`config.mk`:
```
export PLATFORM = sky130hd
export DESIGN_NAME = vram_arbiter
export DESIGN_NICKNAME = d
export VERILOG_FILES = /design/src/rtl/vram_arbiter.sv
export SDC_FILE = /design/constraint.sdc
export NUM_CORES = 1
export LEC_CHECK = 0
export BUFFER_PORTS_ARGS = -buffer_cell sky130_fd_sc_hd__buf_2
export CORE_MARGIN = 5
export CORE_UTILIZATION = 30
export CTS_CLUSTER_DIAMETER = 30
export DETAILED_ROUTE_END_ITERATION = 8
export PLACE_DENSITY = 0.56
export SYNTH_ARGS = -nofsm -noshare
export SYNTH_HDL_FRONTEND = slang
export SYNTH_SLANG_ARGS = --single-unit
```
`constraint.sdc`:
```
create_clock -name clk28 -period 3.4 [get_ports clk28]
set_input_delay 0.68 -clock clk28 [delete_from_list [all_inputs] [get_ports clk28]]
set_output_delay 0.68 -clock clk28 [all_outputs]
set_load 0.005 [all_outputs]
```
`src/rtl/vram_arbiter.sv`:
```
// rtl/vram_arbiter.sv - three-way VRAM arbiter (screen, CPU, ULAplus palette) driving an async SRAM
// Each access is SETUP, ACC_CYCLES of STROBE, then HOLD; arbitration happens in IDLE and HOLD.
module vram_arbiter #(
  parameter int ACC_CYCLES = 2,
  parameter int MAX_WAIT   = 8
) (
  input  logic        clk28,
  input  logic        rst,
  input  logic        scr_req,
  input  logic [18:0] scr_addr,
  output logic        scr_gnt,
  output logic        scr_done,
  input  logic        cpu_req,
  input  logic        cpu_we,
  input  logic [18:0] cpu_addr,
  input  logic [7:0]  cpu_wdata,
  output logic        cpu_gnt,
  output logic        cpu_done,
  input  logic        up_req,
  input  logic [18:0] up_addr,
  input  logic [7:0]  up_wdata,
  output logic        up_gnt,
  output logic        up_done,
  output logic [7:0]  rdata,
  output logic [18:0] va,
  output logic [7:0]  vd_o,
  output logic        vd_oe,
  input  logic [7:0]  vd_i,
  output logic        n_vrd,
  output logic        n_vwr,
  output logic        busy
);

  localparam logic [1:0] S_IDLE   = 2'd0;
  localparam logic [1:0] S_SETUP  = 2'd1;
  localparam logic [1:0] S_STROBE = 2'd2;
  localparam logic [1:0] S_HOLD   = 2'd3;

  localparam logic [1:0] LAST_CNT = 2'(ACC_CYCLES - 1);
  localparam logic [3:0] MAX_CNT  = 4'(MAX_WAIT);

  logic [1:0]  r_state;
  logic [1:0]  r_cnt;
  logic [2:0]  r_own;
  logic [18:0] r_addr;
  logic        r_we;
  logic [7:0]  r_wdata;
  logic [7:0]  r_rdata;
  logic [3:0]  r_up_wait;

  logic        w_arb;
  logic        w_busy;
  logic        w_up_hi;
  logic [2:0]  w_win;
  logic [18:0] w_addr;
  logic        w_we;
  logic [7:0]  w_wdata;

  assign w_arb   = (r_state == S_IDLE) || (r_state == S_HOLD);
  assign w_busy  = (r_state != S_IDLE);
  assign w_up_hi = up_req && (r_up_wait == MAX_CNT);

  // Winner one-hot {up, cpu, scr}; a starved up request jumps ahead of cpu only.
  always_comb begin
    w_win   = 3'b000;
    w_addr  = r_addr;
    w_we    = 1'b0;
    w_wdata = 8'h00;
    if (scr_req) begin
      w_win  = 3'b001;
      w_addr = scr_addr;
    end else if (w_up_hi) begin
      w_win   = 3'b100;
      w_addr  = up_addr;
      w_we    = 1'b1;
      w_wdata = up_wdata;
    end else if (cpu_req) begin
      w_win   = 3'b010;
      w_addr  = cpu_addr;
      w_we    = cpu_we;
      w_wdata = cpu_wdata;
    end else if (up_req) begin
      w_win   = 3'b100;
      w_addr  = up_addr;
      w_we    = 1'b1;
      w_wdata = up_wdata;
    end
  end

  always_ff @(posedge clk28) begin
    if (rst) begin
      r_state <= S_IDLE;
      r_cnt   <= 2'd0;
      r_own   <= 3'b000;
      r_addr  <= 19'd0;
      r_we    <= 1'b0;
      r_wdata <= 8'h00;
      r_rdata <= 8'h00;
    end else begin
      case (r_state)
        S_IDLE, S_HOLD: begin
          if (|w_win) begin
            r_state <= S_SETUP;
            r_own   <= w_win;
            r_addr  <= w_addr;
            r_we    <= w_we;
            r_wdata <= w_wdata;
          end else begin
            r_state <= S_IDLE;
          end
        end
        S_SETUP: begin
          r_state <= S_STROBE;
          r_cnt   <= 2'd0;
        end
        default: begin
          if (r_cnt == LAST_CNT) begin
            r_state <= S_HOLD;
            if (!r_we) r_rdata <= vd_i;
          end else begin
            r_cnt <= r_cnt + 2'd1;
          end
        end
      endcase
    end
  end

  always_ff @(posedge clk28) begin
    if (rst) begin
      r_up_wait <= 4'd0;
    end else if (w_arb && w_win[2]) begin
      r_up_wait <= 4'd0;
    end else if (up_req && !up_gnt && (r_up_wait != MAX_CNT)) begin
      r_up_wait <= r_up_wait + 4'd1;
    end
  end

  assign scr_gnt  = w_busy && r_own[0];
  assign cpu_gnt  = w_busy && r_own[1];
  assign up_gnt   = w_busy && r_own[2];
  assign scr_done = (r_state == S_HOLD) && r_own[0];
  assign cpu_done = (r_state == S_HOLD) && r_own[1];
  assign up_done  = (r_state == S_HOLD) && r_own[2];

  assign rdata = r_rdata;
  assign va    = r_addr;
  assign vd_o  = r_wdata;
  assign vd_oe = w_busy && r_we;
  assign n_vrd = !((r_state == S_STROBE) && !r_we);
  assign n_vwr = !((r_state == S_STROBE) && r_we);
  assign busy  = w_busy;

endmodule

```
==> results.ini, run 1 <==
[global_routing]
antenna_found_initial = 0
grt_use_total_pct = 15.69
grt_first_pass_wirelength_mm = 13.34
grt_pass1_vias = 2662
grt_start_max_net_pins = 44
gr-total-overflow = 0

[placed_design]
dp_hpwl_mm = 6.376
dp_slack_ns = 1.103
gp_congestion = 0.8244
port_buffers = 131

[yosys]
syn_area_mm2 = 0.002614
ys_top_cells_by_area = dfxtp_1, a221oi_1, o221ai_1, and2_1, nand3_1
synthAdderAreaFrac_pct = 3.351
synth-simple-area-share_pct = 25.28
synth-compound-area-share_pct = 24.37
synth_mux_area_share_pct = 3.447
yosysTopAreaCell = dfxtp_1
synth_top_area_share_pct = 36.00
synth-edff-count = 0
async_flop_share_pct = 0
synth_top_family_by_area = simple AND/OR/NAND/NOR gates
syn_inst = 291
ys.flop_type = dfxtp_1
yosysSeqAreaShare_pct = 36.00
ys_ff_latch = 47
synthXorXnorAreaFrac_pct = 0
ys_warn_count = 0
synth.avg_cell_area_um2 = 8.982
yosys.cell_types.count = 44
synth_fp_nets = 385

[sta]
setup_viol = 0
fin_ws_ns = 0.9622
finalSetupTns_ns = 0
max_slew_margin_pct = 48.90
fin_crit_ns = 2.438
worst_pin_slew_ns = 0.7641
rsz0062_at_grt = no
fmax_mhz = 410.2
finalHoldViolCount = 0
period_share_pct = 71.70
skew_ns = 0.008865
final_max_slew_viol_count = 0

[die]
chipHeight_um = 103.3
io_pins = 132
start_util_pct = 30.42
die_w_um = 103.3
die_area_mm2 = 0.01068
core_area_mm2 = 0.008593
rows = 34

[clock_tree]
cts_max_level = 2
cts_root_buf = clkbuf_8
cts_hold_buf = 0
clkTransAtPathRegs_ns = 0.09
numCtsBuffers = 5
worstSkewPairLatency_ns = 0.30
cts_sinks = 47
cts_resized = 0
cts_buffer_depth = 2
cts_setup_buffers = 0
cts_tree = done

[worst_setup_path]
path_class = reg2out
crit_fanout = 9
reg2reg_slack_ns = 1.19
regToRegStartpoint = r_state[0]
end_kind = output port
r2r_cells = 6
cp.required_ns = 2.72
worst_setup_path_start_kind = flop
crit_arrival_ns = 1.76
r2r-end = va[13]

[drt]
drt_iter0_drc = 163
via_count = 2772
wl_mm = 8.828
antenna_left = 0
drtPass1Iterations = 5
drcViolationCount = 0
wire_per_inst_um = 17.18
viasPerCell = 5.393

[min_path]
hp-start = vd_o[2]
min_path_cells = 1
min_to = vd_o[2]
hold_path.class = reg2reg

[power]
cellLeakagePower_uw = 0.001537
power_density_mw_per_mm2 = 590.2
ir_worst_vdd_uv = 231.2

[finish]
n_fill_cell = 907
diodes = 0
drive_gt1_share_pct = 37.93
final_nets = 499
area_growth_pct = 30.06

[job]
drv_cap = 0

[status]
status = complete, no violations

## synth_stat cells (all sizes together), types with 2 or more instances
cell type	number
clkbuf	14
o21ai	9
mux2i	9
nor2b	5
and4	4
nand3	24
nor3	2
a31oi	4
nor2	12
nand2	3
nand3b	3
o221ai	19
ha	7
a221o	4
dfxtp	47
a21oi	5
and2	23
buf	18
o211ai	4
or4	4
o31ai	4
inv	9
a221oi	20
a211oi	5
nand4	19
and2b	2
## placed cells by master, fill, tap and decap left out, types with 7 or more instances in the layout
cell type and instances:
nand3_1 24, inv_1 9, nand4_1 19, buf_4 8, ha_1 7, dfxtp_1 47, and2_1 23, mux2i_1 9
o221ai_1 19, nor2_1 12, a221oi_1 20, buf_2 131
## registers in the layout, indices dropped and copies added, names as in the netlist
register   count
va            19
rdata          8
vd_o           8
r_up_wait      4
r_own          3
r_cnt          2
r_state        2
r_we           1
## through the flow
stage	hold WS (ns)	std cells	instance area, µm²	utilization [%]	total power (µW)
5_1_grt	0.5185	514	3400	39.56	2154
4_1_cts	0.4938	514	3400	39.56	2023
3_3_place_gp	0.4632	506	3301	38.41	1648
2_1_floorplan	0.4496	291	2614	-	1332
3_5_place_dp	0.4714	506	3301	38.41	1656
6_report	0.4901	514	3400	39.56	2006
## worst max-delay path: stages (launching register included)
cell and delay, ns:
dfxtp_1 0.40, inv_1 0.08, ha_1 0.27, nor2b_1 0.49
buf_2 0.22
## how the worst max path moves through the flow
stage / from / to / slack (ns)
6_report: r_state[0] / up_gnt / 0.96
5_1_grt: r_state[0] / up_gnt / 0.86
4_1_cts: r_state[0] / up_gnt / 0.93
3_5_place_dp: cpu_req / va[18] / 1.10
3_3_place_gp: cpu_req / va[18] / 1.13
2_1_floorplan: up_req / vd_o[0] / 1.63
## cells by family (layout without fill, tap and decap cells)
logic type | Yosys count | count (layout)
flops | 47 | 47
mux | 9 | 9
simple gates | 107 | 107
buf+inv | 41 | 156
fa+ha+maj | 7 | 7
compound gates | 80 | 80
## per-layer routing
layer,global-route usage (%),vias up,part of all wire (%)
met5,0,-,0
met4,3.785,0,1.3
met3,3.890,11,8.3
met2,24.07,138,45
met1,22.13,1267,46
li1,-,1356,-
## area by class of cell
type                            count  area [µm²]  share of cell area, %
Multi-Input combinational cell    203        1475                  43.39
Sequential cell                    47       940.9                  27.68
Timing Repair Buffer              139       715.7                  21.05
Tap cell                          108       135.1                  3.975
Clock buffer                        6       82.58                  2.429
Inverter                            9       33.78                 0.9937
Clock inverter                      2       16.27                 0.4785
## report_power, final
group	internal, µW	total, µW	leakage, µW	switching, µW
Combinational	384	873	0.00110	489
Clock	166	365	0.0000474	199
Sequential	679	769	0.000385	90.1
Power figures use the tool's default switching activity.
==> run 2: changes to the inputs <==
Settings changed: PLACE_DENSITY 0.56 to 0.58.
Clock period 3.4 ns to 2.2 ns, I/O delays scaled along.
==> results.ini, run 2 (synthesis results as in run 1) <==
[status]
status = complete, no violations  ; unchanged

[clock_tree]
cts_hold_buf = 0  ; unchanged
cts_tree = done  ; unchanged
numCtsBuffers = 5  ; unchanged
cts_root_buf = clkbuf_8  ; unchanged
cts_setup_buffers = 0  ; unchanged
cts_resized = 1  ; was 0
cts_sinks = 47  ; unchanged
cts_buffer_depth = 2  ; unchanged
cts_max_level = 2  ; unchanged
worstSkewPairLatency_ns = 0.30  ; about the same
clkTransAtPathRegs_ns = 0.10  ; was 0.09 ns

[sta]
max_slew_margin_pct = 64.20  ; was 48.90%
fmax_mhz = 497.0
setup_viol = 0  ; unchanged
final_max_slew_viol_count = 0  ; unchanged
period_share_pct = 91.47
skew_ns = 0.006942  ; was 0.008865 ns
fin_ws_ns = 0.1878  ; was 0.9622 ns
fin_crit_ns = 2.012
finalHoldViolCount = 0  ; unchanged
finalSetupTns_ns = 0  ; unchanged
rsz0062_at_grt = no  ; unchanged
worst_pin_slew_ns = 0.5359  ; was 0.7641 ns

[drt]
drtPass1Iterations = 4  ; was 5
drt_iter0_drc = 129  ; was 163
viasPerCell = 5.336  ; was 5.393
via_count = 2780  ; was 2772
wl_mm = 8.719  ; was 8.828 mm
drcViolationCount = 0  ; unchanged
antenna_left = 0  ; unchanged
wire_per_inst_um = 16.74  ; was 17.18 µm

[worst_setup_path]
r2r-end = r_up_wait[1]  ; was va[13]
endpoint = up_gnt  ; unchanged
cp.required_ns = 1.76  ; was 2.72 ns
end_kind = output port  ; unchanged
path_class = reg2out  ; unchanged
crit_cells = 4  ; unchanged
max_stage_delay_ns = 0.39  ; was 0.49 ns
path_cells = inv_1 -> ha_1 -> nor2b_2 -> buf_2  ; was inv_1 -> ha_1 -> nor2b_1 -> buf_2
crit_fanout = 9  ; unchanged
crit_arrival_ns = 1.57  ; was 1.76 ns
regToRegStartpoint = r_state[0]  ; unchanged
crit_slowest_cell = dfxtp_1  ; was nor2b_1
cp_num_buf_inv = 2  ; unchanged
worst_setup_path_start_kind = flop  ; unchanged
reg2reg_slack_ns = 0.33  ; was 1.19 ns
r2r_cells = 6  ; unchanged
cp_top_family = flip-flops  ; was simple AND/OR/NAND/NOR gates
startpoint = r_state[0]  ; unchanged

[placed_design]
dp_hpwl_mm = 6.516  ; was 6.376 mm
gp_congestion = 0.7380  ; was 0.8244
port_buffers = 131  ; unchanged
dp_slack_ns = 0.3471  ; was 1.103 ns

[global_routing]
grt_use_total_pct = 15.39  ; was 15.69%
grt_first_pass_wirelength_mm = 13.01  ; was 13.34 mm
gr-total-overflow = 0  ; unchanged
antenna_found_initial = 0  ; unchanged
grt_pass1_vias = 2623  ; was 2662
grt_start_max_net_pins = 29  ; was 44

[die]
chipHeight_um = 103.3  ; unchanged
die_area_mm2 = 0.01068  ; unchanged
die_w_um = 103.3  ; unchanged
core_area_mm2 = 0.008593  ; unchanged
rows = 34  ; unchanged
start_util_pct = 30.42  ; unchanged
io_pins = 132  ; unchanged

[finish]
final_common_cell = buf_2  ; unchanged
area_growth_pct = 32.65  ; was 30.06%
largest_reg_flops = 19  ; unchanged
final_cell_mix = buf_2, dfxtp_1, nand3_1  ; unchanged
diodes = 0  ; unchanged
final_nets = 506  ; was 499
drive_gt1_share_pct = 39.23  ; was 37.93%

[min_path]
min_path_cells = 2  ; was 1
hold_path.class = in2reg  ; was reg2reg

[power]
cellLeakagePower_uw = 0.001576  ; was 0.001537 µW
power_density_mw_per_mm2 = 909.2  ; was 590.2 mW/mm²
ir_worst_vdd_uv = 334.2  ; was 231.2 µV
power.total_uw = 3152  ; was 2006 µW

[job]
drv_cap = 0  ; unchanged

==> run 2: cell types whose count changed in the layout (fill, tap and decap cells not counted), sizes merged <==
cell,previous run,this run
buf,139,146
==> run 2: how the worst min path moves through the flow <==
stage | start | endpoint | slack, ns
3_5_place_dp | vd_o[1] | vd_o[1] | 0.48
5_1_grt | up_wdata[0] | vd_o[0] | 0.35
3_3_place_gp | rdata[6] | rdata[6] | 0.47
2_1_floorplan | r_cnt[1] | r_cnt[1] | 0.45
4_1_cts | up_wdata[4] | vd_o[4] | 0.35
6_report | up_wdata[4] | vd_o[4] | 0.36
==> run 2: power breakdown <==
group / leakage [µW] / internal, µW / switching (µW)
combinational: 0.00114 / 642 / 761
clock: 0.0000474 / 257 / 309
sequential: 0.000385 / 1050 / 134
total: 0.00158 / 1950 / 1200
==> run 2: worst reg2reg max path, cell delays in order (launching register included) <==
cell and delay [ns]:
dfxtp_1 0.39, inv_1 0.08, ha_1 0.37, buf_4 0.24, nor2_1 0.30, o21a_1 0.29
a211oi_1 0.07
==> run 2: layout make-up <==
cell class,instances,area [µm²]
inverters,9,33.78
multi-input cells,203,1478
flip-flops and latches,47,940.9
repair buffers,146,780.7
clock inverters,2,16.27
fillers,894,5126
clock buffers,6,82.58
well taps,108,135.1
==> run 2: routing by layer <==
metal	part of all wire [%]	global-route usage, %	vias to the layer above
met2	45	25.15	104
met1	46	20.04	1300
met4	0.78	3.884	0
met5	0	0	-
met3	8.8	4.292	5
li1	-	-	1371
==> run 2: through the flow <==
stage	util [%]	hold WS, ns	cells	instance area (µm²)
finish	40.35	0.3649	521	3467
CTS	40.35	0.3532	521	3467
floorplan	-	0.4496	291	2614
global route	40.35	0.3534	521	3467
detailed placement	39.17	0.4768	513	3366
global placement	39.17	0.4690	513	3366
==> run 3: changes to the inputs <==
Settings changed: ABC_AREA set to 1, PLACE_DENSITY 0.58 to 0.56.
==> results.ini, run 3 <==
[worst_setup_path]
crit_arrival_ns = 1.53  ; was 1.57 ns
path_cells = inv_1 -> ha_1 -> nor2_1 -> buf_2  ; was inv_1 -> ha_1 -> nor2b_2 -> buf_2
crit_slowest_cell = dfxtp_1  ; unchanged
cp_top_family = flip-flops  ; unchanged
path_class = reg2out  ; unchanged
cp_num_buf_inv = 2  ; unchanged
worst_setup_path_start_kind = flop  ; unchanged
cp.required_ns = 1.76  ; about the same
crit_fanout = 5  ; was 9
end_kind = output port  ; unchanged
max_stage_delay_ns = 0.39  ; about the same

[clock_tree]
clkTransAtPathRegs_ns = 0.09  ; was 0.10 ns
numCtsBuffers = 5  ; unchanged
cts_resized = 0  ; was 1
worstSkewPairLatency_ns = 0.30  ; about the same
cts_sinks = 47  ; unchanged
cts_tree = done  ; unchanged
cts_hold_buf = 0  ; unchanged
cts_buffer_depth = 2  ; unchanged
cts_max_level = 2  ; unchanged
cts_root_buf = clkbuf_8  ; unchanged
cts_setup_buffers = 0  ; unchanged

[yosys]
yosysSeqAreaShare_pct = 32.37  ; was 36.00%
syn_area_mm2 = 0.002907  ; was 0.002614 mm²
synth.avg_cell_area_um2 = 6.606  ; was 8.982 µm²
ys_ff_latch = 47  ; unchanged
synthMostInstantiatedCell = nand2_1  ; was dfxtp_1
synth-edff-count = 0  ; unchanged
yosysTopAreaCell = dfxtp_1  ; unchanged
netlist_top_cells_count = nand2_1, inv_1, dfxtp_1  ; was dfxtp_1, nand3_1, and2_1
syn_inst = 440  ; was 291
synth_fp_nets = 534  ; was 385
ys_warn_count = 0  ; unchanged
yosys.cell_types.count = 30  ; was 44
ys.flop_type = dfxtp_1  ; unchanged
ys_top_cells_by_area = dfxtp_1, nand2_1, inv_1, a21oi_1, o21ai_0  ; was dfxtp_1, a221oi_1, o221ai_1, and2_1, nand3_1
async_flop_share_pct = 0  ; unchanged
synth_top_area_share_pct = 32.37  ; was 36.00%

[global_routing]
grt_first_pass_wirelength_mm = 13.46  ; was 13.01 mm
grt_pass1_vias = 2963  ; was 2623
gr-total-overflow = 0  ; unchanged
grt_start_max_net_pins = 26  ; was 29
grt_use_total_pct = 14.16  ; was 15.39%
antenna_found_initial = 0  ; unchanged

[finish]
n_fill_cell = 1066  ; was 894
final_common_cell = buf_2  ; unchanged
final_nets = 659  ; was 506
drive_gt1_share_pct = 32.16  ; was 39.23%
final_util_pct = 38.56  ; was 40.35%
diodes = 0  ; unchanged
area_growth_pct = 27.29  ; was 32.65%
multi_input_area_mm2 = 0.001518  ; was 0.001478 mm²
regArea_um2 = 940.9  ; unchanged
final_cell_mix = buf_2, nand2_1, inv_1  ; was buf_2, dfxtp_1, nand3_1
largest_reg_flops = 19  ; unchanged

[job]
drv_cap = 0  ; unchanged

[placed_design]
dp_hpwl_mm = 6.588  ; was 6.516 mm
gp_congestion = 0.7571  ; was 0.7380
port_buffers = 131  ; unchanged
dp_slack_ns = 0.3351  ; was 0.3471 ns

[drt]
viasPerCell = 4.396  ; was 5.336
wire_per_inst_um = 12.06  ; was 16.74 µm
antenna_left = 0  ; unchanged
via_count = 3073  ; was 2780
wl_mm = 8.427  ; was 8.719 mm
drtPass1Iterations = 4  ; unchanged
drcViolationCount = 0  ; unchanged
drt_iter0_drc = 162  ; was 129

[sta]
max_slew_margin_pct = 64.82  ; was 64.20%
worst_pin_slew_ns = 0.5245  ; was 0.5359 ns
finalSetupTns_ns = 0  ; unchanged
fin_crit_ns = 1.967  ; was 2.012 ns
period_share_pct = 89.40  ; was 91.47%
skew_ns = 0.01089  ; was 0.006942 ns
hold_ws_ns = 0.4242  ; was 0.3649 ns
setup_viol = 0  ; unchanged
final_max_slew_viol_count = 0  ; unchanged
rsz0062_at_grt = no  ; unchanged
finalHoldViolCount = 0  ; unchanged
fin_ws_ns = 0.2333  ; was 0.1878 ns
fmax_mhz = 508.5  ; was 497.0 MHz

[die]
rows = 36  ; was 34
die_area_mm2 = 0.01176  ; was 0.01068 mm²
core_area_mm2 = 0.009594  ; was 0.008593 mm²
io_pins = 132  ; unchanged
start_util_pct = 30.29  ; was 30.42%
die_w_um = 108.4  ; was 103.3 µm
chipHeight_um = 108.4  ; was 103.3 µm

[power]
cellLeakagePower_uw = 0.001997  ; was 0.001576 µW
power_density_mw_per_mm2 = 768.9  ; was 909.2 mW/mm²
power.total_uw = 2845  ; was 3152 µW
ir_worst_vdd_uv = 239.6  ; was 334.2 µV

[status]
status = complete, no violations  ; unchanged

[min_path]
hold_path.class = in2reg  ; unchanged

[run 3: cell type report]
cell class	instances	share of cell area, %
multi-input combinational	298	41.02
inverter	75	7.609
tap	133	4.498
sequential	47	25.43
timing repair buffer	138	19.14
clock inverter	2	0.3382
clock buffer	6	1.961
[run 3: cells by family after synthesis]
kind of cell,count (synthesis),share of synthesized area [%]
simple gates,202,32.07
flops,47,32.37
xor+xnor,1,0.3014
fa+ha+maj,7,3.013
buf+inv,95,15.41
compound gates,88,16.83
[run 3: path summary, 6_finish.rpt]
kind | slack (ns) | cells past startpoint | to | start
setup reg to reg | 0.30 | 7 | va[1] | r_state[0]
hold reg to reg | 0.45 | 2 | rdata[0] | rdata[0]
hold / removal | 0.42 | 3 | r_we | cpu_we
setup / recovery | 0.23 | 4 | up_gnt | r_state[0]
[run 3: where the power goes]
group / leakage (µW) / switching, µW / internal (µW)
sequential: 0.000385 / 101 / 1010
clock: 0.0000412 / 294 / 223
combinational: 0.00157 / 741 / 475
[run 3: metrics by stage]
| stage | instances | area (µm²) |
|---|---|---|
| finish | 699 | 3700 |
| floorplan | 440 | 2907 |
| global placement | 691 | 3615 |
| global route | 699 | 3700 |
| detailed placement | 691 | 3615 |
| CTS | 699 | 3700 |
[run 3: routing by layer]
layer | global-route usage (%) | routed length (µm) | up-vias | part of all wire (%)
met1 | 17.25 | 3710 | 1353 | 44
li1 | - | - | 1618 | -
met5 | 0 | 0 | - | 0
met3 | 3.642 | 539 | 6 | 6.4
met4 | 3.336 | 85 | 0 | 1.0
met2 | 24.89 | 4091 | 96 | 49
[run 3: tightest hold or removal path: cells and delay by family]
family,cells,cell delay (ns)
buffers and inverters,1,0.10
AND/OR/NAND/NOR,1,0.07
AO/OA/AOI/OAI,1,0.07
